==> config.mk <==
export PLATFORM = sky130hd
export DESIGN_NAME = stall_ctrl
export DESIGN_NICKNAME = d
export VERILOG_FILES = /design/src/rtl/stall_ctrl.sv
export SDC_FILE = /design/constraint.sdc
export NUM_CORES = 1
export LEC_CHECK = 0
export ABC_AREA = 1
export BUFFER_PORTS_ARGS = -buffer_cell sky130_fd_sc_hd__buf_2
export CORE_UTILIZATION = 30
export DETAILED_ROUTE_END_ITERATION = 12
export RECOVER_POWER = 50
export SLEW_MARGIN = 0
export SYNTH_ARGS = -nofsm -noshare
export SYNTH_HDL_FRONTEND = slang
export SYNTH_SLANG_ARGS = --single-unit
==> constraint.sdc <==
create_clock -name clk -period 2.25 [get_ports clk]
set_input_delay 0.3375 -clock clk [delete_from_list [all_inputs] [get_ports clk]]
set_output_delay 0.3375 -clock clk [all_outputs]
set_load 0.005 [all_outputs]
==> src/rtl/stall_ctrl.sv <==
// -----------------------------------------------------------------------------
// stall_ctrl
//
// Hazard and stall controller for a 5-stage F/D/E/M/W pipeline.
//
// The D-stage source registers and their use-times are compared against the
// E- and M-stage destinations and result-times. A stall is raised when a
// source is needed sooner than forwarding can supply it, or when a mult/div
// family instruction in D finds the mult/div unit occupied. The stall freezes
// PC and REG_D and clears REG_E, so a bubble enters E at the next edge.
// M and W are never stalled or cleared here. A saturating counter records the
// total number of stalled cycles for performance debug.
//
// Ports
//   clk         in   1   clock, rising edge
//   reset       in   1   synchronous, active-high
//   rs_D        in   5   D-stage rs index
//   rt_D        in   5   D-stage rt index
//   tuse_rs_D   in   2   cycles until D needs rs (3 = never used)
//   tuse_rt_D   in   2   cycles until D needs rt (3 = never used)
//   md_D        in   1   D instr is mult/div/mfhi/mflo/mthi/mtlo
//   dst_E       in   5   E-stage write register (0 = none)
//   tnew_E      in   2   cycles until E result is forwardable
//   dst_M       in   5   M-stage write register (0 = none)
//   tnew_M      in   2   cycles until M result is forwardable
//   md_start_E  in   1   E-stage instr starts mult/div this cycle
//   md_div_E    in   1   1 = div/divu, 0 = mult/multu
//   stall       out  1   hazard detected this cycle
//   pc_en       out  1   PC write enable
//   d_en        out  1   REG_D enable
//   e_clr       out  1   REG_E clear (bubble insert)
//   md_busy     out  1   mult/div unit occupied
//   stall_cnt   out  32  stalled cycles since reset, saturating
// -----------------------------------------------------------------------------
module stall_ctrl #(
    parameter int MULT_CYCLES = 5,
    parameter int DIV_CYCLES  = 10,
    parameter int CNT_W       = 4
) (
    input  logic        clk,
    input  logic        reset,
    input  logic [4:0]  rs_D,
    input  logic [4:0]  rt_D,
    input  logic [1:0]  tuse_rs_D,
    input  logic [1:0]  tuse_rt_D,
    input  logic        md_D,
    input  logic [4:0]  dst_E,
    input  logic [1:0]  tnew_E,
    input  logic [4:0]  dst_M,
    input  logic [1:0]  tnew_M,
    input  logic        md_start_E,
    input  logic        md_div_E,
    output logic        stall,
    output logic        pc_en,
    output logic        d_en,
    output logic        e_clr,
    output logic        md_busy,
    output logic [31:0] stall_cnt
);

    logic [CNT_W-1:0] md_cnt;
    logic [31:0]      stall_total;
    logic             stall_rs;
    logic             stall_rt;

    // Increment that sticks at all-ones instead of wrapping.
    function automatic logic [31:0] sat_inc(input logic [31:0] v);
        return (v == 32'hFFFF_FFFF) ? v : v + 32'd1;
    endfunction

    // A source hazard exists when the register is real (non-zero), matches a
    // pending write, and is needed before that write can be forwarded.
    // Because tuse is never negative, tnew == 0 can never satisfy tuse < tnew,
    // and a never-used source (tuse == 3) can never be below a 2-bit tnew.
    function automatic logic src_hazard(input logic [4:0] src,
                                        input logic [1:0] tuse,
                                        input logic [4:0] de,
                                        input logic [1:0] te,
                                        input logic [4:0] dm,
                                        input logic [1:0] tm);
        return (src != 5'd0) &&
               (((src == de) && (tuse < te)) || ((src == dm) && (tuse < tm)));
    endfunction

    always_comb begin
        stall_rs = src_hazard(rs_D, tuse_rs_D, dst_E, tnew_E, dst_M, tnew_M);
        stall_rt = src_hazard(rt_D, tuse_rt_D, dst_E, tnew_E, dst_M, tnew_M);
        // The start cycle itself counts as busy, so an instruction entering D
        // right behind a mult/div start is held.
        md_busy  = (md_cnt != '0) || md_start_E;
        stall    = stall_rs || stall_rt || (md_D && md_busy);
        pc_en    = ~stall;
        d_en     = ~stall;
        e_clr    = stall;
    end

    assign stall_cnt = stall_total;

    // A start is honoured even while e_clr is high: it belongs to the
    // instruction already in E, not to the one being held in D. A start while
    // the unit is still busy reloads the counter.
    always_ff @(posedge clk) begin
        if (reset) begin
            md_cnt      <= '0;
            stall_total <= 32'd0;
        end else begin
            if (md_start_E)
                md_cnt <= md_div_E ? CNT_W'(DIV_CYCLES) : CNT_W'(MULT_CYCLES);
            else if (md_cnt != '0)
                md_cnt <= md_cnt - CNT_W'(1);

            if (stall)
                stall_total <= sat_inc(stall_total);
        end
    end

endmodule

**After elaboration in Yosys (flattened, before gate mapping)**

Index checks and enable logic that the tools add are counted.

- Multiply operators: 0
- Mux-type cells: 3
- Eq/ne operators: 5
- Shift operators: 0
- Bitwise operators: 2
- Add/sub/neg operators: 2
- Div/mod/pow operators: 0
- Reduce and logical (&&, ||, !) cells: 17
- Order comparisons: 4

Operator list:

| cell | count |
|---|---|
| $add 32x1->32 const B | 1 |
| $eq 32x32->1 const B | 1 |
| $eq 5x5->1 | 4 |
| $mux 4 | 3 |
| $reduce_bool 5->1 | 2 |
| $lt 2x2->1 | 4 |
| $logic_and 1x1->1 | 7 |
| $logic_or 1x1->1 | 5 |
| $reduce_bool 4->1 | 1 |
| $sub 4x1->4 const B | 1 |
| $not 1->1 | 2 |
| $reduce_and 2->1 | 1 |
| $reduce_bool 2->1 | 1 |

- Register bits after elaboration: 36
- Logic and storage cells: 35
- RAM bits: 0
- Latch bits: 0
- Output and inout bits: 37
- Memories: 0
- Bits in read-only memories: 0

**Depth between registers and ports, before layout**

Gate-level depths: netlist of run 1.

- Word-level depth: 7
- Gate-level depth with buffers: 15
- Mapped depth without buffers: 13

**Worst setup path after synthesis of run 1**

OpenSTA, ideal clock, no wires.

- Kind: input port to output port
- Start: in tnew_E[1]
- End: out pc_en
- Path slack: 0.374 ns
- Stages: 12
- Arrival time: 1.539 ns
- Data required time: 1.913 ns
- Cell sequence: inv_1 -> ha_1 -> a21boi_0 -> nor2_1 -> nand3_1 -> nand2_1 -> nand2_1 -> nand3_2 -> buf_6 -> buf_6 -> inv_1 -> buf_4

- Word-level cells in the longest chain between the ends: 7

RTL lines:

| item | line | text |
|---|---|---|
| start: declaration | 48 | `input logic [1:0] tnew_E,` |
| $lt 2x2->1 | 82 | `(((src == de) && (tuse < te)) \|\| ((src == dm) && (tuse < tm)));` |
| $logic_and 1x1->1 | 82 |  |
| $logic_or 1x1->1 | 82 |  |
| $logic_and 1x1->1 | 81 | `return (src != 5'd0) &&` |
| $logic_or 1x1->1 * (2 in a row) | 91 | `stall = stall_rs \|\| stall_rt \|\| (md_D && md_busy);` |
| via e_clr | 56 | `output logic e_clr,` |
| $not 1->1 * | -- |  |
| end: declaration | 54 | `output logic pc_en,` |

Mark *: on every way through the listed nets, which the timed path passes. The rest lies on a longest branch.

**Worst setup path in the final report of run 1**

- Start: reg md_cnt[0]
- End: out d_en

- Word-level cells in the longest chain between the ends: 5

RTL lines:

| item | line | text |
|---|---|---|
| start: declaration | 61 | `logic [CNT_W-1:0] md_cnt;` |
| start signal: assignment | 108 | `md_cnt <= md_div_E ? CNT_W'(DIV_CYCLES) : CNT_W'(MULT_CYCLES);` |
| start signal: assignment | 110 | `md_cnt <= md_cnt - CNT_W'(1);` |
| $reduce_bool 4->1 | 90 | `md_busy = (md_cnt != '0) \|\| md_start_E;` |
| $logic_or 1x1->1 | 90 |  |
| $logic_and 1x1->1 | 91 |  |
| $logic_or 1x1->1 | 91 |  |
| $not 1->1 | 93 | `d_en = ~stall;` |
| end: declaration | 55 | `output logic d_en,` |

No other way between the ends.

==> results list, run 1 <==
- In this run the most critical hold path is launched from reset.
* Most frequent cells in the layout: 116 x sky130_fd_sc_hd__nand2_1, 63 x sky130_fd_sc_hd__nor2_1, 54 x sky130_fd_sc_hd__buf_2
* Number of buffers added to fix hold violations after cts: 0
- Floorplan die height: between 90 and 100 µm
* CTS H-tree lvls: 2
* Violation count after the first detailed-routing iteration: about 90
* Final layout net count: about 570
* Number of cells upsized or downsized after cts: 0
- Antenna Diode Count: 0
- Die ar.: 9840 µm²
- Sink of the worst hold path: md_cnt[3]
* Leakage power total: 1.594 nW
- Post-synthesis net count: approximately 500
* Post-layout minimum cycle time: 2.005 ns
* Post-Synthesis Cell Area: ~2800 µm²
- Number of top-level pins: 70
- Fraction of layout instances using a drive strength above 1: 23.57%
- Across the VDD grid, the largest voltage drop is approximately 0.00019 V.
- Floorplan die width: 99.20 µm
- Library cell with the largest summed area after synthesis: sky130_fd_sc_hd__dfxtp_1
- Leaving out fill and tap cells, the most frequent cell in the layout is sky130_fd_sc_hd__nand2_1.
* Number of remaining DRC errors: 0
- Clock root buffer: sky130_fd_sc_hd__clkbuf_8
- Setup violations remaining at the end of the flow were counted as 0.
- Count of flip-flops with a built-in enable after synthesis: 0
* Maximum frequency from static timing analysis: between 400 and 500 MHz
* Synthesis-stage register bit count: 36
- Entering global routing, the biggest net connects 35 pins.
* Sinks on the clock net: 36
- In the synthesized netlist the dominant register cell turns out to be sky130_fd_sc_hd__dfxtp_1.
- Type of destination of the critical path: primary output
- The startpoint identified for the worst register-to-register timing path is stall_cnt[0].
- Clock edge transition at the registers on the reported setup and hold paths: roughly 0.070 ns
* Hold Path Stages: 4
- Critical Path Start Type: flip-flop
- The count of nets left with antenna violations once routing finished came out at 0.
- In this run the biggest area consumer among cell types represents between 20% and 30% of the synthesized area.
- Total cell area at the placement stage: ~3200 µm²
- TritonCTS built the clock tree.
* Routability Congestion: 0.8315
* Vias per cell: around 4.6
- Input and output buffers added on the ports amount to between 60 and 70.
- For the worst setup path, the data required time is 1.91 ns.
* Period utilisation layout: about 90%
- Number of antenna violations at the first check in global routing: 0
- Flop2flop setup slack: ~0.36 ns
- Buffers added to address setup during post-CTS repair amount to 0.
* Final Skew: 0.005487 ns
* Slew Limit Headroom: 34.86%
* First-pass GRT wire length: 12060 µm
* Pin slew with the least headroom to its limit: approximately 0.97 ns
- Fraction of the yosys area taken by sequential cells: around a quarter
* Count of distinct cell types in the synthesized netlist: 28
* Area grow syn2layout: 16.60%
* Routed length per placed instance: roughly 11 µm
* Largest driver fanout on the critical path: 13
* Number of placement rows: 35
- Number of buffers inserted during clock tree synthesis: 5
- Before antenna repair, the detailed router went through 6 iterations.
- The path class of the tightest hold or removal check is in2reg.
* Proportion of synthesized flip-flops having asynchronous set or reset: 0%
* Number of max-slew violations in the final report: 0
- Data on the critical path arrives at its endpoint at 1.67 ns.
* Run status: finished, final reports clean
- Cells taking the most area after synthesis: sky130_fd_sc_hd__dfxtp_1 25%, sky130_fd_sc_hd__nand2_1 15%, sky130_fd_sc_hd__nor2_1 8.3%, sky130_fd_sc_hd__nand3_1 7.1%, sky130_fd_sc_hd__a21oi_1 6.9%
- The floorplan step defined a core boundary enclosing just over 9000 µm².
* Initial core utilization: between 30% and 40%
- The setup path with the least slack is of type reg2out.
- The average instance in the mapped netlist occupies approximately 6.2 µm².
- Destination of the worst register-to-register timing path: stall_cnt[31]
* RSZ-0062 raised after global routing: no
- Synth Warn #: 0
- Post-route design area: between 3000 and 4000 µm²
* Global Route Usage Sum: 14.96%
- Estimated wirelength of the detail-placed design: 5605 µm
- The routed layout has between 2000 and 3000 vias.
- Clock Path Buffers: 2
* Number of maximum-capacitance constraint violations: 0
- The number of global-route vias before repair came to roughly 2800.
- Number of instances in the synthesized netlist: 459
- Remaining global-route overflow: 0
* Worst r2r path cells: 10
- Total Neg Setup Slack: 0 ns
- Wires add up to roughly 7000 µm.
- PwrDens: between 400 and 500 nW/µm²
* Final number of hold-violating endpoints: 0
* Clock latency at the later pin of the worst-skew pair: just under 0.3 ns
## flip-flops by register name, indices dropped and copies added (netlist names)
| name | flops |
|---|---|
| md_cnt | 4 |
| stall_cnt | 32 |
## synthesized netlist by cell type, types with 6 or more instances
cell                        n
sky130_fd_sc_hd__nand2_1  116
sky130_fd_sc_hd__o21ai_0    7
sky130_fd_sc_hd__nor2_2     9
sky130_fd_sc_hd__nor2_1    63
sky130_fd_sc_hd__a21oi_1   39
sky130_fd_sc_hd__dfxtp_1   36
sky130_fd_sc_hd__nand3_1   40
sky130_fd_sc_hd__nand2_2   12
sky130_fd_sc_hd__nor3_1     7
sky130_fd_sc_hd__inv_1     51
sky130_fd_sc_hd__buf_6      8
sky130_fd_sc_hd__ha_1       7
sky130_fd_sc_hd__inv_2     17
sky130_fd_sc_hd__nand4_1    6
sky130_fd_sc_hd__nand3_2   13
## through the flow
| stage | util, % | total power [mW] | hold WS, ns | setup slack (ns) | cells |
|---|---|---|---|---|---|
| 3_3_place_gp | 35.21 | 0.9858 | 0.5010 | 0.2215 | 630 |
| 4_1_cts | 36.05 | 1.438 | 0.3346 | 0.1004 | 637 |
| 3_5_place_dp | 35.21 | 0.9943 | 0.5081 | 0.1546 | 630 |
| 2_1_floorplan | - | 0.9068 | 0.4714 | 0.3735 | 459 |
| 5_1_grt | 35.93 | 1.510 | 0.4070 | 0.06756 | 637 |
| 6_report | 35.93 | 1.424 | 0.3719 | 0.2451 | 637 |
## worst max-delay path: stages (launching register included)
cell	delay, ns
sky130_fd_sc_hd__dfxtp_1	0.32
sky130_fd_sc_hd__inv_1	0.09
sky130_fd_sc_hd__ha_1	0.15
sky130_fd_sc_hd__nand4_1	0.22
sky130_fd_sc_hd__nand2_1	0.19
sky130_fd_sc_hd__nand3_4	0.18
sky130_fd_sc_hd__inv_1	0.11
sky130_fd_sc_hd__buf_2	0.11
## logic make-up after synthesis
family	Yosys count	synth area share, %
buffers and inverters	85	13.86
AND/OR/NAND/NOR	275	46.67
adder cells (fa/ha/maj)	7	3.090
flip-flops	36	25.43
XOR/XNOR	6	1.854
AO/OA/AOI/OAI	50	9.095
## layout make-up
class / count / area, µm²
Fill cell: 1023 / 5892
Multi-Input combinational cell: 338 / 1728
Sequential cell: 36 / 720.7
Timing Repair Buffer: 73 / 369.1
Inverter: 72 / 270.3
Tap cell: 111 / 138.9
Clock buffer: 6 / 72.57
Clock inverter: 1 / 5.005
## how the worst max path moves through the flow
stage,start,end,slack [ns],depth (start not counted)
after detailed placement,tnew_E[1],stall_cnt[24],0.15,13
final,md_cnt[0],d_en,0.25,7
after global placement,tnew_E[1],stall_cnt[20],0.22,12
after floorplan,tnew_E[1],pc_en,0.37,12
after global routing,md_cnt[0],pc_en,0.07,7
after CTS,md_cnt[0],d_en,0.10,7
## power by group
| part | leakage (nW) | switching [mW] | internal (mW) |
|---|---|---|---|
| sequential | 0.291 | 0.0131 | 0.653 |
| combinational | 1.26 | 0.187 | 0.124 |
| clock | 0.0410 | 0.236 | 0.211 |
| total | 1.59 | 0.436 | 0.988 |
## metal layers
layer / track usage [%] / vias up / wire length, µm
met1: 17.57 / 1304 / 3272
li1: - / 1572 / -
met5: 0 / - / 0
met3: 2.741 / 7 / 265
met2: 27.86 / 53 / 3465
met4: 3.959 / 0 / 61
(Power assumes the default switching activity.)
==> inputs of run 2 (changes only) <==
--- a/config.mk
+++ b/config.mk
@@ -5,7 +5,6 @@
 export SDC_FILE = /design/constraint.sdc
 export NUM_CORES = 1
 export LEC_CHECK = 0
-export ABC_AREA = 1
 export BUFFER_PORTS_ARGS = -buffer_cell sky130_fd_sc_hd__buf_2
 export CORE_UTILIZATION = 30
 export DETAILED_ROUTE_END_ITERATION = 12
==> run 2 against run 1 <==
  * The flow now finishes with violations (negative setup slack)
  * Critical path depth up 3
  * Register-to-register slack got worse by 0.34 ns
  * Clock skew about the same
  * Total power is 12% higher
  * Sequential share of layout area shrank 2.0 points
  * Area after synthesis decreased by 17%
  * Synthesized cell count decreased by 37%
  * Utilization rose by 13 points
  * Critical endpoint is now stall_cnt[29]
==> results list, run 2 <==
* CP max stage delay: 0.55 ns (+0.23 ns)
- Run status: finished with violations
- The portion of the post-synthesis area used by sequential elements is 30.75% (+5.3 points).
- Min-Delay Path Class: in2reg
- Number of remaining DRC errors: 0 (unchanged)
- The count of standard-cell rows was 31 (-11%).
- The register bit total from synthesis came to 36 (unchanged).
- Largest family of logic cells by synthesized area: simple AND/OR/NAND/NOR gates
- RSZ-0062 raised after global routing: yes
* Final number of hold-violating endpoints: 0 (unchanged)
- Via Count: 2697 (-8.1%)
- The critical path depth in cells came to 10 (+3).
- The average wire per cell in the routed design is 13.92 µm (+26%).
- Count of flip-flops with a built-in enable after synthesis: 0 (unchanged)
* Sinks on the clock net: 36 (unchanged)
* Area grow syn2layout: 56.22%
* Setup crit end: stall_cnt[29]
- The die height came to 90.39 µm (-8.9%).
- Number of antenna violations at the first check in global routing: 0 (unchanged)
* Count of non-filler cells in the finished layout: 524 (-18%)
- Synthesized-area fraction occupied by ao, oa, aoi and oai cells: 16.98% (+7.9 points)
* Final setup slack of the worst path: -0.009216 ns (-0.2543 ns)
- Overall power consumption: 1.591 mW (+12%)
* Leakage power total: 1.484 nW (-6.9%)
- The clock tree buffer depth is 2 (unchanged).
- The endpoint required time on the critical path came to 2.48 ns (+0.57 ns).
- Crit path max-delay family: simple AND/OR/NAND/NOR gates
- CTS tree: yes
* First-pass GRT wire length: 11900 µm (-1.4%)
- Area share of xor/xnor cells in the synthesized design: 8.970% (+7.1 points)
- The count of buffers from port buffering came to 69 (unchanged).
* Initial core utilization: 31.63% (+0.82 points)
- The total inserted antenna cells was 0 (unchanged).
* Library cell with the largest summed area after synthesis: sky130_fd_sc_hd__dfxtp_1
- Post-Synthesis Cell Area: 2343 µm² (-17%)
* Routability Congestion: 0.8134 (-2.2%)
- Remaining global-route overflow: 0 (unchanged)
- Simple logic cell fraction of the synthesized area: 31.77% (-15 points)
* CORE AREA: 7408 µm² (-19%)
* Global Route Usage Sum: 17.65% (+2.7 points)
- Beginning of the critical path: tuse_rs_D[1]
- Share of the synthesized area in the top cell type: 30.75% (+5.3 points)
- Data arrival, critical path: 2.49 ns (+0.82 ns)
* Number of maximum-capacitance constraint violations: 0 (unchanged)
* Flop2flop setup slack: 0.02 ns (-0.34 ns)
* Post-synthesis net count: 329 (-34%)
* Critical Path Start Type: input pin
- Post-route ant nets: 0 (unchanged)
- The critical path is of the in2reg type.
- Number of placed cells counting well taps: 499 (-21%)
- Number of top-level pins: 70 (unchanged)
- Clock latency at the later pin of the worst-skew pair: 0.29 ns (about the same)
- Largest driver fanout on the critical path: 14 (+1)
- The first-pass detailed-route iteration total was 4 (-2).
- The worst slew margin relative to its limit was 56.12% (+21 points).
- The measured slew at the worst slew-check pin came to 0.6582 ns (-0.3129 ns).
- The number of endpoints failing setup at the final stage was 1 (+1).
* Peak ir drop on the vdd network: 0.0002056 V (+10%)
- Cells taking the most area after synthesis: sky130_fd_sc_hd__dfxtp_1 31%, sky130_fd_sc_hd__a21oi_1 6.0%, sky130_fd_sc_hd__xor2_1 4.9%, sky130_fd_sc_hd__or4_1 4.8%, sky130_fd_sc_hd__o31ai_1 4.2%
- Violations in the final reports: negative setup slack
- Destination of the worst register-to-register timing path: stall_cnt[31]
- Number of buffers added to fix hold violations after cts: 0 (unchanged)
* Number of max-slew violations in the final report: 0 (unchanged)
- The number of violations reported at the end of detailed-routing iteration 0 came to 104 (+18%).
* Fraction of layout instances using a drive strength above 1: 45.41% (+22 points)
* Estimated wirelength of the detail-placed design: 5148 µm (-8.2%)
- Walking the worst path, the cells encountered are buf_4 -> ha_4 -> a2111oi_4 -> nand4_1 -> a21oi_2 -> nor3_4 -> buf_4 -> buf_16 -> or4_4 -> a21oi_2.
* WL final: 7294 µm (+3.3%)
* Period utilisation layout: 100.4% (+11 points)
- Vias per cell: 5.147 (+12%)
* Largest net degree at the start of global routing: 35 (unchanged)
* Adder-Cell Fraction of Synth Area: 3.737% (+0.65 points)
- CTS H-tree lvls: 2 (unchanged)
- The commonest cells after synthesis are 36 x sky130_fd_sc_hd__dfxtp_1, 28 x sky130_fd_sc_hd__a21oi_1, 23 x sky130_fd_sc_hd__nor2_1, 15 x sky130_fd_sc_hd__or4_1.
- The total die area came to 8169 µm² (-17%).
* Most frequent cell after synthesis: sky130_fd_sc_hd__dfxtp_1
- Clock root buffer: sky130_fd_sc_hd__clkbuf_8
* Type of destination of the critical path: flip-flop
- Maximum frequency from static timing analysis: 442.6 MHz (-11%)
- The average instance area after synthesis came to 8.109 µm² (+31%).
* Number of buffers inserted during clock tree synthesis: 5 (unchanged)
- The post-synthesis async set-or-reset flop share came to 0% (unchanged).
* PwrDens: 434.5 nW/µm² (+0.84%)
- The startpoint identified for the worst register-to-register timing path is stall_cnt[16].
- Leaving out fill and tap cells, the most frequent cell in the layout is sky130_fd_sc_hd__buf_4.
* Worst r2r path cells: 7 (-3)
- The x dimension of the die was 90.39 µm (-8.9%).
- Max reg flops: 32 (unchanged)
* Most frequent cells in the layout: 61 x sky130_fd_sc_hd__buf_4, 60 x sky130_fd_sc_hd__buf_2, 32 x sky130_fd_sc_hd__dfxtp_1
* Final Skew: 0.005143 ns (-0.0003442 ns)
* Multiplexer fraction of the synthesized cell area: 2.883% (+2.9 points)
- Clock edge transition at the registers on the reported setup and hold paths: 0.08 ns (about the same)
- Vias in the first global route: 2604 (-5.5%)
- Post-layout minimum cycle time: 2.259 ns (+0.2543 ns)
- Final layout net count: 464 (-18%)
* Number of instances in the synthesized netlist: 289 (-37%)
- The number of different library cells in the post-synthesis netlist was 46 (+64%).
- Worst path bufs/invs: 3 (unchanged)
- Synth Warn #: 0 (unchanged)
- For this design, the slowest cell found on the critical path is sky130_fd_sc_hd__or4_4.
- Most used flip-flop cell after synthesis: sky130_fd_sc_hd__dfxtp_1
==> run 2: changes by cell type after synthesis, moves of 12 or more <==
cell	before	now
sky130_fd_sc_hd__nor2_1	63	23
sky130_fd_sc_hd__inv_1	51	8
sky130_fd_sc_hd__nand2_2	12	0
sky130_fd_sc_hd__nand2_1	116	12
sky130_fd_sc_hd__nand3_1	40	14
sky130_fd_sc_hd__o31ai_1	0	13
sky130_fd_sc_hd__inv_2	17	0
sky130_fd_sc_hd__or4_1	0	15
sky130_fd_sc_hd__nand3_2	13	1
==> run 2: cell families after synthesis <==
logic type	count (synthesis)
multiplexers	6
XOR/XNOR	24
AND/OR/NAND/NOR	128
flip-flops	36
adder cells (fa/ha/maj)	7
AO/OA/AOI/OAI	63
buffers and inverters	25
==> run 2: worst min path at each step <==
stage | startpoint | end | slack, ns | cells past startpoint
6_report | md_div_E | md_cnt[1] | 0.31 | 3
2_1_floorplan | stall_cnt[31] | stall_cnt[31] | 0.48 | 2
3_3_place_gp | stall_cnt[31] | stall_cnt[31] | 0.49 | 2
5_1_grt | md_div_E | md_cnt[1] | 0.31 | 3
4_1_cts | md_div_E | md_cnt[1] | 0.30 | 3
3_5_place_dp | stall_cnt[30] | stall_cnt[30] | 0.50 | 2
==> run 2: cell type report <==
| type | count | area (µm²) |
|---|---|---|
| clock inverters | 2 | 10.01 |
| repair buffers | 144 | 965.9 |
| clock buffers | 6 | 82.58 |
| multi-input cells | 229 | 1719 |
| well taps | 99 | 123.9 |
| inverters | 8 | 33.78 |
| fillers | 734 | 3747 |
| flip-flops and latches | 36 | 725.7 |
==> run 2: metrics by stage <==
stage | setup TNS (ns) | setup slack, ns | area, µm² | utilization (%) | hold WS (ns)
floorplan | -0.1218 | -0.05796 | 2354 | - | 0.4765
CTS | 0 | 0.0004305 | 3535 | 47.71 | 0.3021
finish | -0.009216 | -0.009216 | 3661 | 49.42 | 0.3121
global route | -0.8407 | -0.08805 | 3661 | 49.42 | 0.3125
detailed placement | -8.948 | -0.3418 | 3207 | 43.29 | 0.4985
global placement | -5.916 | -0.2426 | 3207 | 43.29 | 0.4917
==> run 2: routing by layer <==
layer  vias up  share of wire (%)  track usage [%]
li1       1347                  -                -
met1      1247                 43            21.79
met2        87                 50            30.09
met3        16                4.9            4.040
met4         0                2.2            5.914
met5         -                  0                0
==> run 2: worst min-delay path: stages <==
cell,delay (ns)
sky130_fd_sc_hd__buf_2,0.10
sky130_fd_sc_hd__a21oi_1,0.06
sky130_fd_sc_hd__nor2_1,0.07
==> run 2: where the power goes <==
| group | switching (mW) | internal, mW | total (mW) |
|---|---|---|---|
| Combinational | 0.201 | 0.245 | 0.446 |
| Clock | 0.240 | 0.245 | 0.484 |
| Sequential | 0.0108 | 0.650 | 0.661 |
==> run 2: timing repair <==
item,CTS,global route
gates cloned,1,1
setup buffers,10,5
pin swaps,15,16
resized for setup,27,34
endpoints found under the setup margin,23,33
